$ cat src/rtl/processor_pkg.sv
// processor_pkg
// Shared definitions for the single-issue 8-bit core: opcode encodings,
// FSM state encoding and the run/halt status constants.
// Ports: none (package).
// Optional feature: PROCESSOR_MUL_EN enables the MUL opcode in processor_alu.

package processor_pkg;

    // Opcode encodings (top field of the instruction word)
    localparam logic [3:0] OP_NOP  = 4'b0000;
    localparam logic [3:0] OP_ADD  = 4'b0001;
    localparam logic [3:0] OP_SUB  = 4'b0010;
    localparam logic [3:0] OP_AND  = 4'b0011;
    localparam logic [3:0] OP_OR   = 4'b0100;
    localparam logic [3:0] OP_XOR  = 4'b0101;
    localparam logic [3:0] OP_NOT  = 4'b0110;
    localparam logic [3:0] OP_LOAD = 4'b0111;
    localparam logic [3:0] OP_SHL  = 4'b1000;
    localparam logic [3:0] OP_SHR  = 4'b1001;
    localparam logic [3:0] OP_MOV  = 4'b1010;
    localparam logic [3:0] OP_MUL  = 4'b1011;
    localparam logic [3:0] OP_HALT = 4'b1111;

    // Values driven on status_out
    localparam logic STATUS_START = 1'b1;
    localparam logic STATUS_HALT  = 1'b0;

    // Core FSM states
    typedef enum logic [1:0] {
        EXEC   = 2'd0,
        WAIT   = 2'd1,
        READ   = 2'd2,
        HALTED = 2'd3
    } state_t;

endpackage

$ cat src/rtl/processor_alu.sv
// processor_alu
// Purely combinational ALU for the core. Produces the result of a
// register-to-register opcode and flags whether that opcode writes back.
// Ports:
//   op_i       opcode field
//   a_i, b_i   register operands R[a], R[b]
//   result_o   D-bit result (wraps, no carry out)
//   writeEn_o  1 when op_i is a single-cycle op that writes R[a]
// Optional feature: define PROCESSOR_MUL_EN to add MUL (1011); otherwise
// 1011 is treated like any undefined opcode.

module processor_alu
    import processor_pkg::*;
#(
    parameter int CONTROL_WIDTH = 4,
    parameter int DATA_WIDTH    = 8
) (
    input  logic [CONTROL_WIDTH-1:0] op_i,
    input  logic [DATA_WIDTH-1:0]    a_i,
    input  logic [DATA_WIDTH-1:0]    b_i,
    output logic [DATA_WIDTH-1:0]    result_o,
    output logic                     writeEn_o
);

    // Decode the opcode; anything not listed (NOP, LOAD, HALT, undefined)
    // leaves writeEn_o low so the register file is untouched.
    always_comb begin
        result_o  = '0;
        writeEn_o = 1'b0;
        case (op_i)
            CONTROL_WIDTH'(OP_ADD): begin result_o = a_i + b_i; writeEn_o = 1'b1; end
            CONTROL_WIDTH'(OP_SUB): begin result_o = a_i - b_i; writeEn_o = 1'b1; end
            CONTROL_WIDTH'(OP_AND): begin result_o = a_i & b_i; writeEn_o = 1'b1; end
            CONTROL_WIDTH'(OP_OR):  begin result_o = a_i | b_i; writeEn_o = 1'b1; end
            CONTROL_WIDTH'(OP_XOR): begin result_o = a_i ^ b_i; writeEn_o = 1'b1; end
            CONTROL_WIDTH'(OP_NOT): begin result_o = ~b_i;      writeEn_o = 1'b1; end
            CONTROL_WIDTH'(OP_SHL): begin result_o = a_i << 1;  writeEn_o = 1'b1; end
            CONTROL_WIDTH'(OP_SHR): begin result_o = a_i >> 1;  writeEn_o = 1'b1; end
            CONTROL_WIDTH'(OP_MOV): begin result_o = b_i;       writeEn_o = 1'b1; end
`ifdef PROCESSOR_MUL_EN
            CONTROL_WIDTH'(OP_MUL): begin result_o = a_i * b_i; writeEn_o = 1'b1; end
`endif
            default: ;
        endcase
    end

endmodule

$ cat src/rtl/processor.sv
// processor
// Single-issue 8-bit core: executes one instruction per clock from vector_in
// against a 2**ADDR_WIDTH entry register file. LOAD reads shared memory via a
// request/grant bus arbiter handshake.
// Ports:
//   clk              rising-edge clock
//   reset_in         asynchronous active-high reset
//   vector_in        instruction {op, fld_a, fld_b}
//   data_in          shared-memory read data, valid while granted
//   bus_grant_in     arbiter grant
//   alu_out          registered result of last executed instruction
//   addr_out         registered memory address of current bus read
//   bus_request_out  registered bus request
//   status_out       1 = running, 0 = halted
// Optional feature: PROCESSOR_MUL_EN enables MUL (see processor_alu).

module processor
    import processor_pkg::*;
#(
    parameter int CONTROL_WIDTH = 4,
    parameter int ADDR_WIDTH    = 4,
    parameter int DATA_WIDTH    = 8
) (
    input  logic                                clk,
    input  logic                                reset_in,
    input  logic [CONTROL_WIDTH+2*ADDR_WIDTH-1:0] vector_in,
    input  logic [DATA_WIDTH-1:0]               data_in,
    input  logic                                bus_grant_in,
    output logic [DATA_WIDTH-1:0]               alu_out,
    output logic [ADDR_WIDTH-1:0]               addr_out,
    output logic                                bus_request_out,
    output logic                                status_out
);

    localparam int IW   = CONTROL_WIDTH + 2*ADDR_WIDTH;
    localparam int NREG = 2**ADDR_WIDTH;

    localparam logic [CONTROL_WIDTH-1:0] OpNop  = CONTROL_WIDTH'(OP_NOP);
    localparam logic [CONTROL_WIDTH-1:0] OpLoad = CONTROL_WIDTH'(OP_LOAD);
    localparam logic [CONTROL_WIDTH-1:0] OpHalt = CONTROL_WIDTH'(OP_HALT);

    logic [CONTROL_WIDTH-1:0] op;
    logic [ADDR_WIDTH-1:0]    fldA;
    logic [ADDR_WIDTH-1:0]    fldB;

    logic [DATA_WIDTH-1:0] regFile_q [NREG];
    logic [DATA_WIDTH-1:0] rA;
    logic [DATA_WIDTH-1:0] rB;

    logic [DATA_WIDTH-1:0] aluResult;
    logic                  aluWe;

    state_t                state_q, state_d;
    logic [DATA_WIDTH-1:0] aluOut_q, aluOut_d;
    logic [ADDR_WIDTH-1:0] addr_q, addr_d;
    logic [ADDR_WIDTH-1:0] loadDest_q, loadDest_d;
    logic                  busReq_q, busReq_d;
    logic                  status_q, status_d;

    logic                  regWe;
    logic [ADDR_WIDTH-1:0] regWaddr;
    logic [DATA_WIDTH-1:0] regWdata;
    logic                  wakeOp;

    assign op   = vector_in[IW-1 -: CONTROL_WIDTH];
    assign fldA = vector_in[2*ADDR_WIDTH-1 -: ADDR_WIDTH];
    assign fldB = vector_in[ADDR_WIDTH-1:0];

    // Register reads are asynchronous, so a same-edge write is seen next cycle.
    assign rA = regFile_q[fldA];
    assign rB = regFile_q[fldB];

    // Anything other than NOP/HALT brings a halted core back to life.
    assign wakeOp = (op != OpNop) && (op != OpHalt);

    processor_alu #(
        .CONTROL_WIDTH (CONTROL_WIDTH),
        .DATA_WIDTH    (DATA_WIDTH)
    ) u_alu (
        .op_i      (op),
        .a_i       (rA),
        .b_i       (rB),
        .result_o  (aluResult),
        .writeEn_o (aluWe)
    );

    // FSM state register; reset returns to EXEC, which also aborts a LOAD.
    always_ff @(posedge clk or posedge reset_in) begin
        if (reset_in) begin
            state_q <= EXEC;
        end else begin
            state_q <= state_d;
        end
    end

    // Next-state logic. A waking HALTED core behaves exactly like EXEC,
    // including a LOAD that heads straight into WAIT.
    always_comb begin
        state_d = state_q;
        case (state_q)
            EXEC: begin
                if (op == OpLoad)      state_d = WAIT;
                else if (op == OpHalt) state_d = HALTED;
            end
            WAIT: begin
                if (bus_grant_in) state_d = READ;
            end
            READ: begin
                state_d = bus_grant_in ? EXEC : WAIT;
            end
            HALTED: begin
                if (op == OpLoad) state_d = WAIT;
                else if (wakeOp)  state_d = EXEC;
            end
            default: state_d = EXEC;
        endcase
    end

    // Output/datapath logic: decides what the registered outputs and the
    // register file take on at the coming edge. The LOAD target index is
    // latched at issue because vector_in is ignored while the read is pending.
    always_comb begin
        aluOut_d   = aluOut_q;
        addr_d     = addr_q;
        loadDest_d = loadDest_q;
        busReq_d   = busReq_q;
        status_d   = status_q;
        regWe      = 1'b0;
        regWaddr   = fldA;
        regWdata   = aluResult;
        if ((state_q == EXEC) || ((state_q == HALTED) && wakeOp)) begin
            if (state_q == HALTED) status_d = STATUS_START;
            if (aluWe) begin
                regWe    = 1'b1;
                aluOut_d = aluResult;
            end
            if (op == OpLoad) begin
                addr_d     = fldA;
                loadDest_d = fldB;
                busReq_d   = 1'b1;
            end
            if (op == OpHalt) status_d = STATUS_HALT;
        end else if ((state_q == READ) && bus_grant_in) begin
            regWe    = 1'b1;
            regWaddr = loadDest_q;
            regWdata = data_in;
            aluOut_d = data_in;
            busReq_d = 1'b0;
        end
    end

    // Output registers and register file.
    always_ff @(posedge clk or posedge reset_in) begin
        if (reset_in) begin
            aluOut_q   <= '0;
            addr_q     <= '0;
            loadDest_q <= '0;
            busReq_q   <= 1'b0;
            status_q   <= STATUS_START;
            for (int i = 0; i < NREG; i++) regFile_q[i] <= '0;
        end else begin
            aluOut_q   <= aluOut_d;
            addr_q     <= addr_d;
            loadDest_q <= loadDest_d;
            busReq_q   <= busReq_d;
            status_q   <= status_d;
            if (regWe) regFile_q[regWaddr] <= regWdata;
        end
    end

    assign alu_out         = aluOut_q;
    assign addr_out        = addr_q;
    assign bus_request_out = busReq_q;
    assign status_out      = status_q;

endmodule

$ cat config.mk
export PLATFORM = sky130hd
export DESIGN_NAME = processor
export DESIGN_NICKNAME = d
export VERILOG_FILES = /design/src/rtl/processor_pkg.sv /design/src/rtl/processor_alu.sv /design/src/rtl/processor.sv
export SDC_FILE = /design/constraint.sdc
export NUM_CORES = 1
export LEC_CHECK = 0
export ABC_AREA = 1
export CORE_MARGIN = 2
export CORE_UTILIZATION = 31
export CTS_CLUSTER_DIAMETER = 100
export CTS_CLUSTER_SIZE = 16
export DETAILED_ROUTE_END_ITERATION = 16
export DONT_BUFFER_PORTS = 1
export GPL_ROUTABILITY_DRIVEN = 0
export PLACE_DENSITY_LB_ADDON = 0.05
export SLEW_MARGIN = 20
export SYNTH_ARGS = -nofsm -noshare
export SYNTH_HDL_FRONTEND = slang
export SYNTH_SLANG_ARGS = --single-unit
$ cat constraint.sdc
create_clock -name clk -period 7.6 [get_ports clk]
set_clock_uncertainty 0.05 [all_clocks]
set_input_delay 0.38 -clock clk [delete_from_list [all_inputs] [get_ports clk]]
set_output_delay 0.38 -clock clk [all_outputs]
set_load 0.02 [all_outputs]
==> results.py, run 1 <==
metrics = {
    "run_status": {
        "status": "complete, no violations",
    },
    "clock_network": {
        "clock-sinks": 148,
        "post_cts_resized": 0,
        "clk_path_buf_depth": 2,
        "root_buffer": "clkbuf_16",
        "cts_tree": "built",
        "path_clk_slew_ps": 70,
        "clk_latency_ps": 440,
        "htreeDepth": 4,
        "numCtsBuffers": 17,
        "cts_setup_buffers": 0,
    },
    "worst_setup_path": {
        "worstSetupPathType": "in -> reg",
        "rr_endpoint": "regFile_q[38]",
        "critPathCaptureType": "register",
        "path_delay_family": "simple AND/OR/NAND/NOR gates",
        "rr_worst_depth": 23,
        "rrSetupSlack_ps": 3290,
        "slowest_delay_ps": 690,
        "required_ps": 7850,
        "cp-start-kind": "primary input",
        "worstPathMaxFanout": 48,
        "path_cells": "inv_2, nand3_1, nand3_1, nand3_1, nand2_2, inv_1, ha_1, or2_2, o21ai_0, inv_1, fa_1, inv_1, nand3_1, nand2_1, nand2_1, nand2_1, a21oi_1, xnor2_1, a22o_1, nor2_1, nand3_1, nand3_1, o21ai_0",
        "crit_slowest_cell": "inv_2",
        "critical_path_buf_inv_count": 4,
        "path_depth": 23,
        "cp.arrival_ps": 4760,
        "crit_top_cell": "nand3_1",
        "r2r_start": "regFile_q[1]",
    },
    "synth": {
        "ys.flop_type": "dfrtp_1",
        "synth-seq-area-share": 0.370,
        "syn_inst": 1399,
        "yosys_warnings": 0,
        "syn_area_per_cell_um2": 7.16,
        "ys_async_sr_fraction": 1.00,
        "syn_nets": 1447,
        "syn-cell-area_um2": 10000,
        "ys_seq_elements": 148,
        "synthDistinctLibCells": 47,
        "synth_edf_count": 0,
    },
    "global_route": {
        "antenna_found_initial": 0,
        "grt_pass1_vias": 8744,
        "grt.total_usage": 0.221,
        "grt_max_degree": 105,
        "grt-ovfl-total": 0,
        "grt_pass1_wl_um": 55500,
    },
    "job": {
        "drv_cap": 0,
    },
    "hold_path": {
        "whs_endpoint": "alu_out[2]",
        "min_from": "data_in[2]",
        "min_path_type": "in -> reg",
        "whs_path_depth": 2,
    },
    "route": {
        "ant_nets": 0,
        "wl_um": 36100,
        "avgRoutedWirePerCell_um": 20.4,
        "drc_errors": 0,
        "firstDrtPassIters": 6,
        "drt-vias-per-instance": 5.13,
        "vias": 9058,
        "drt_iter0_drc": 765,
    },
    "timing": {
        "final-hold-violation-count": 0,
        "drv_slew": 0,
        "min_period_over_period": 0.593,
        "setup_violations": 0,
        "setup_tns_ps": 0,
        "final.min_clock_period_ps": 4510,
        "worst_pin_slew_ps": 1040,
        "fmax_ghz": 0.222,
        "rsz0062_at_grt": "no",
        "slew_headroom": 0.308,
    },
    "layout": {
        "fillers": 3476,
        "nNetsFinal": 1401,
        "drive_gt1_frac": 0.0938,
        "multi_input_area_um2": 5150,
        "syn_to_final_growth_pct": 6.43,
        "regArea_um2": 3700,
        "diodes": 0,
    },
    "floorplanning": {
        "start_util": 0.316,
        "ios": 37,
        "dieArea_um2": 33800,
        "rows": 65,
        "die_width_um": 184,
        "coreArea_um2": 31700,
        "dieHeight_um": 184,
    },
    "pwr": {
        "p_int_mw": 2.07,
        "power.leakage_nw": 4.90,
        "peakVddDrop_mv": 0.172,
        "power_frac_seq": 0.381,
        "p_switching_mw": 1.61,
        "p_comb_frac": 0.386,
        "power_mw": 3.68,
        "p_clk_frac": 0.233,
        "switching_share": 0.437,
        "power_density_nw_per_um2": 345,
    },
    "place": {
        "io_buffers": 0,
        "hpwl_um": 24000,
    },
}
## power groups by stage
stage | sequential, mW | clock (mW) | combinational, mW
floorplan | 1.35 | 0 | 1.12
global placement | 1.41 | 0 | 1.42
detailed placement | 1.41 | 0 | 1.42
CTS | 1.40 | 0.874 | 1.43
global route | 1.45 | 0.902 | 1.64
finish | 1.40 | 0.856 | 1.42
## cells in the mapped netlist (4+ instances only)
master,instances,share of area
nand2_1,341,0.13
nand3_1,198,0.099
dfrtp_1,147,0.37
inv_1,146,0.055
o21ai_0,101,0.050
nor2_1,75,0.028
o21ai_1,71,0.035
a21oi_1,58,0.029
inv_2,33,0.012
o211ai_1,30,0.022
buf_2,29,0.014
ha_1,24,0.030
buf_6,17,0.019
nor2_4,16,0.018
clkbuf_1,12,0.0045
nand3_2,11,0.011
buf_4,10,0.0075
nand2_2,8,0.0050
o22ai_1,8,0.0050
or2_1,6,0.0037
a221oi_1,5,0.0044
xor2_1,5,0.0044
clkinv_1,4,0.0015
nor3_2,4,0.0040
o211ai_2,4,0.0050
or2_2,4,0.0025
## metrics by stage
step | instances | instance area, um^2 | utilization | hold WS, ps | worst slack (ps)
3_3_place_gp | 1735 | 10100 | 0.318 | 390 | 2700
4_1_cts | 1767 | 10700 | 0.336 | 88.5 | 3110
5_1_grt | 1767 | 10700 | 0.336 | 95.0 | 2640
2_1_floorplan | 1399 | 10000 | - | 399 | 3190
3_5_place_dp | 1735 | 10100 | 0.318 | 393 | 2650
6_report | 1767 | 10700 | 0.336 | 102 | 3090
## flip-flops by register name, indices dropped and copies added, names as in the netlist
| name | cells |
|---|---|
| addr_out | 4 |
| status_out | 1 |
| state_q | 2 |
| loadDest_q | 4 |
| alu_out | 8 |
| regFile_q | 128 |
| bus_request_out | 1 |
## metal layers
| metal | vias up | track usage | share of wire |
|---|---|---|---|
| met5 | - | 0 | 0 |
| met4 | 0 | 0.0493 | 0.012 |
| met3 | 30 | 0.0303 | 0.041 |
| met2 | 181 | 0.351 | 0.45 |
| met1 | 4345 | 0.319 | 0.49 |
| li1 | 4502 | - | - |
## cell type report
class | count | area share
clock buffer | 21 | 0.0432
clock inverter | 10 | 0.00939
inverter | 184 | 0.0655
multi-input combinational | 997 | 0.483
sequential | 148 | 0.348
tap | 402 | 0.0472
timing repair buffer | 5 | 0.00376
## logic make-up after synthesis
logic type               synth area share
AND/OR/NAND/NOR                     0.306
flip-flops                          0.370
buffers and inverters               0.116
multiplexers                      0.00450
adder cells (fa/ha/maj)            0.0320
XOR/XNOR                          0.00700
AO/OA/AOI/OAI                       0.165
## cells in the final DEF, fill, tap and decap left out, types with 4 or more instances in the layout
cell type,synthesis,final
o22ai_1,8,8
dfrtp_1,147,147
nand3_1,198,198
inv_1,146,145
buf_4,10,4
clkinvlp_4,0,4
nand2_1,341,341
nand2_2,8,8
nor3_2,4,4
ha_1,24,24
clkinv_1,4,4
xor2_1,5,5
nor2_1,75,75
o21ai_1,71,71
a221oi_1,5,5
clkbuf_16,0,17
a21oi_1,58,58
or2_1,6,6
nand3_2,11,11
o211ai_1,30,30
o211ai_2,4,4
o21ai_0,101,101
inv_2,33,33
nor2_4,16,16
or2_2,4,4
## timing repair
| item | 4_1_cts | 5_1_grt |
|---|---|---|
| endpoints found under the setup margin | 0 | 0 |
| hold buffers | 1 | 0 |
| endpoints found under the hold margin | 74 | 0 |
## worst max-delay path by stage
stage | start | end | slack, ps
floorplan | reset_in | addr_out[0] | 3190
global placement | vector_in[1] | regFile_q[85] | 2700
detailed placement | vector_in[1] | regFile_q[85] | 2650
CTS | vector_in[1] | regFile_q[126] | 3110
global route | vector_in[1] | regFile_q[38] | 2640
finish | vector_in[1] | regFile_q[38] | 3090
No activity file was read; power rests on OpenSTA's default activity.
==> inputs of run 2 (changes only) <==
--- a/config.mk
+++ b/config.mk
@@ -5,7 +5,7 @@
 export SDC_FILE = /design/constraint.sdc
 export NUM_CORES = 1
 export LEC_CHECK = 0
-export ABC_AREA = 1
+export ABC_AREA = 0
 export CORE_MARGIN = 2
 export CORE_UTILIZATION = 31
 export CTS_CLUSTER_DIAMETER = 100
==> constraint.sdc (replaced) <==
create_clock -name clk -period 4.4 [get_ports clk]
set_clock_uncertainty 0.05 [all_clocks]
set_input_delay 0.22 -clock clk [delete_from_list [all_inputs] [get_ports clk]]
set_output_delay 0.22 -clock clk [all_outputs]
set_load 0.02 [all_outputs]
==> results.py, run 2 <==
metrics = {
    "clock_network": {
        "clk_path_buf_depth": 2,
        "root_buffer": "clkbuf_16",
        "clock-sinks": 148,
        "path_clk_slew_ps": 70,
        "htreeDepth": 4,
        "numCtsBuffers": 17,
        "cts_tree": "built",
        "clk_latency_ps": 430,
    },
    "synth": {
        "synth_top_area_frac": 0.390,
        "syn-cell-area_um2": 9420,
        "yosys_warnings": 0,
        "synth_compound_area_frac": 0.0868,
        "syn_inst": 769,
        "syn_area_per_cell_um2": 12.3,
        "post-synth-top-count-cell": "dfrtp_1",
        "ys.flop_type": "dfrtp_1",
        "yosys-top-cells-area": "dfrtp_1 (39%), mux4_2 (15%), mux2_2 (13%), mux2i_1 (4.2%), ha_1 (3.2%)",
        "yosysTopAreaCell": "dfrtp_1",
        "synth_top_cells_by_count": "dfrtp_1 (147), mux2_2 (107), mux4_2 (61), nand2_1 (44), mux2i_1 (40)",
        "synth_edf_count": 0,
        "ys_async_sr_fraction": 1.00,
        "synth-seq-area-share": 0.393,
        "synth_top_family_by_area": "multiplexers",
        "synth-simple-area-share": 0.0848,
        "synthDistinctLibCells": 64,
        "ys_seq_elements": 148,
        "synth_fa_ha_area_frac": 0.0340,
        "synth_xor_area_frac": 0.00743,
        "syn_nets": 817,
        "synthMuxAreaShare": 0.346,
    },
    "worst_setup_path": {
        "r2r_start": "regFile_q[105]",
        "required_ps": 4660,
        "path_delay_family": "multiplexers",
        "cp-start-kind": "register",
        "slowest_delay_ps": 510,
        "worstPathMaxFanout": 16,
        "critical_path_buf_inv_count": 2,
        "critPathCaptureType": "register",
        "path_cells": "mux4_2, mux4_2, inv_1, ha_1, nor2_1, xor2_1, ha_1, nor2b_1, o21ai_1, a21oi_1, o21a_1, or3_1, a31oi_1, a21oi_1, buf_4, mux2_2",
        "worstSetupPathType": "reg -> reg",
        "rr_endpoint": "regFile_q[38]",
        "rr_worst_depth": 16,
        "cp.arrival_ps": 4490,
        "crit_slowest_cell": "mux4_2",
        "rrSetupSlack_ps": 180,
    },
    "layout": {
        "drive_gt1_frac": 0.330,
        "multi_input_area_um2": 5320,
        "diodes": 0,
        "syn_to_final_growth_pct": 12.2,
        "top_register": "regFile_q",
        "layout_commonest_cell": "dfrtp_1",
        "final_cells": 1177,
        "largest_reg_flops": 128,
        "nNetsFinal": 822,
        "final_cell_mix": "dfrtp_1 (147), mux2_2 (107), mux4_2 (61)",
        "fillers": 2953,
        "regArea_um2": 3700,
    },
    "route": {
        "avgRoutedWirePerCell_um": 25.7,
        "wl_met3_um": 1190,
        "drt-met1-wl_um": 14400,
        "drt_iter0_drc": 397,
        "wl_um": 30200,
        "ant_nets": 0,
        "drc_errors": 0,
        "wl_met2_um": 14100,
        "firstDrtPassIters": 5,
        "highest_layer": "met4",
        "vias": 6673,
        "drt-vias-per-instance": 5.67,
    },
    "floorplanning": {
        "dieArea_um2": 31800,
        "coreArea_um2": 29800,
        "die_width_um": 178,
        "ios": 37,
        "rows": 63,
        "start_util": 0.316,
        "dieHeight_um": 178,
    },
    "place": {
        "io_buffers": 0,
        "hpwl_um": 19800,
        "dp.cells": 1128,
    },
    "global_route": {
        "grt.total_usage": 0.199,
        "antenna_found_initial": 0,
        "grt_pass1_wl_um": 45500,
        "grt-ovfl-total": 0,
        "grt_max_degree": 61,
        "grt_pass1_vias": 6973,
    },
    "timing": {
        "slew_headroom": 0.312,
        "final-hold-violation-count": 0,
        "min_period_over_period": 0.960,
        "drv_slew": 0,
        "worst_pin_slew_ps": 1020,
        "final.min_clock_period_ps": 4220,
        "setup_violations": 0,
        "fmax_ghz": 0.237,
        "hold_slack_ps": 30.3,
    },
    "job": {
        "drv_cap": 0,
    },
    "pwr": {
        "power_mw": 6.74,
        "power_density_nw_per_um2": 637,
        "power.leakage_nw": 4.58,
        "peakVddDrop_mv": 0.257,
    },
    "run_status": {
        "status": "complete, no violations",
    },
    "hold_path": {
        "whs_endpoint": "status_out",
        "min_path_type": "in -> reg",
        "whs_path_depth": 3,
        "min_from": "vector_in[9]",
    },
}
## run 2: cell types whose count changed after synthesis, sizes merged, moves of 24 or more
cell / before / now
nand2: 349 / 44
nand3: 210 / 10
inv: 180 / 31
o21ai: 176 / 37
mux2: 0 / 109
mux4: 0 / 71
nor2: 92 / 31
mux2i: 2 / 40
o211ai: 34 / 3
a21oi: 58 / 34
## run 2: worst max path at each step
stage / from / slack, ps / to / cells after the start
after CTS: regFile_q[64] / 20 / regFile_q[47] / 17
after detailed placement: regFile_q[64] / -50 / regFile_q[63] / 16
after global routing: regFile_q[105] / -2 / regFile_q[71] / 17
after floorplan: vector_in[1] / 70 / regFile_q[127] / 20
after global placement: regFile_q[105] / -20 / regFile_q[63] / 16
final: regFile_q[105] / 180 / regFile_q[38] / 16
## run 2: routing by layer
metal,vias up,global-route usage
li1,2929,-
met1,3512,0.280
met2,203,0.317
met3,29,0.0322
met4,0,0.0549
met5,-,0
## run 2: power breakdown
| group | internal, mW | total (mW) | switching [mW] |
|---|---|---|---|
| combinational | 1.41 | 2.87 | 1.46 |
| clock | 0.850 | 1.46 | 0.612 |
| sequential | 1.91 | 2.41 | 0.492 |
| total | 4.17 | 6.74 | 2.56 |
## run 2: cell type report
cell class                      count  share of cell area
Inverter                           31              0.0115
Timing Repair Buffer               42              0.0348
Clock buffer                       20              0.0422
Tap cell                          390              0.0461
Clock inverter                     12              0.0124
Multi-Input combinational cell    534               0.503
Sequential cell                   148               0.350
## run 2: cells by family after synthesis
logic type,Yosys count
AOI/OAI and AO/OA,120
adders and majority gates,25
xor gates and xnor gates,8
DFF,148
muxes,220
and+or+nand+nor,161
buffers and inverters,87
## run 2: worst reg2reg max path, delay by kind of cell (launching register included)
family,cells,cell delay (ps)
xor gates and xnor gates,1,180
AOI/OAI and AO/OA,5,740
buffers and inverters,2,320
DFF,1,410
muxes,3,1300
adders and majority gates,2,530
and+or+nand+nor,3,590
## run 2: repair_timing
action | in CTS | in global routing
setup endpoints to repair | 1 | 48
hold endpoints to repair | 49 | 0
setup buffers | 0 | 1
resized for setup | 1 | 11
hold buffers | 16 | 0
## run 2: per-stage QoR
step | util | instance area (um^2) | setup slack [ps] | setup TNS (ps)
3_3_place_gp | 0.328 | 9790 | -22.8 | -22.8
2_1_floorplan | - | 9420 | 71.7 | 0
6_report | 0.355 | 10600 | 176 | 0
3_5_place_dp | 0.329 | 9790 | -54.4 | -54.4
4_1_cts | 0.354 | 10500 | 24.5 | 0
5_1_grt | 0.355 | 10600 | -2.34 | -2.34
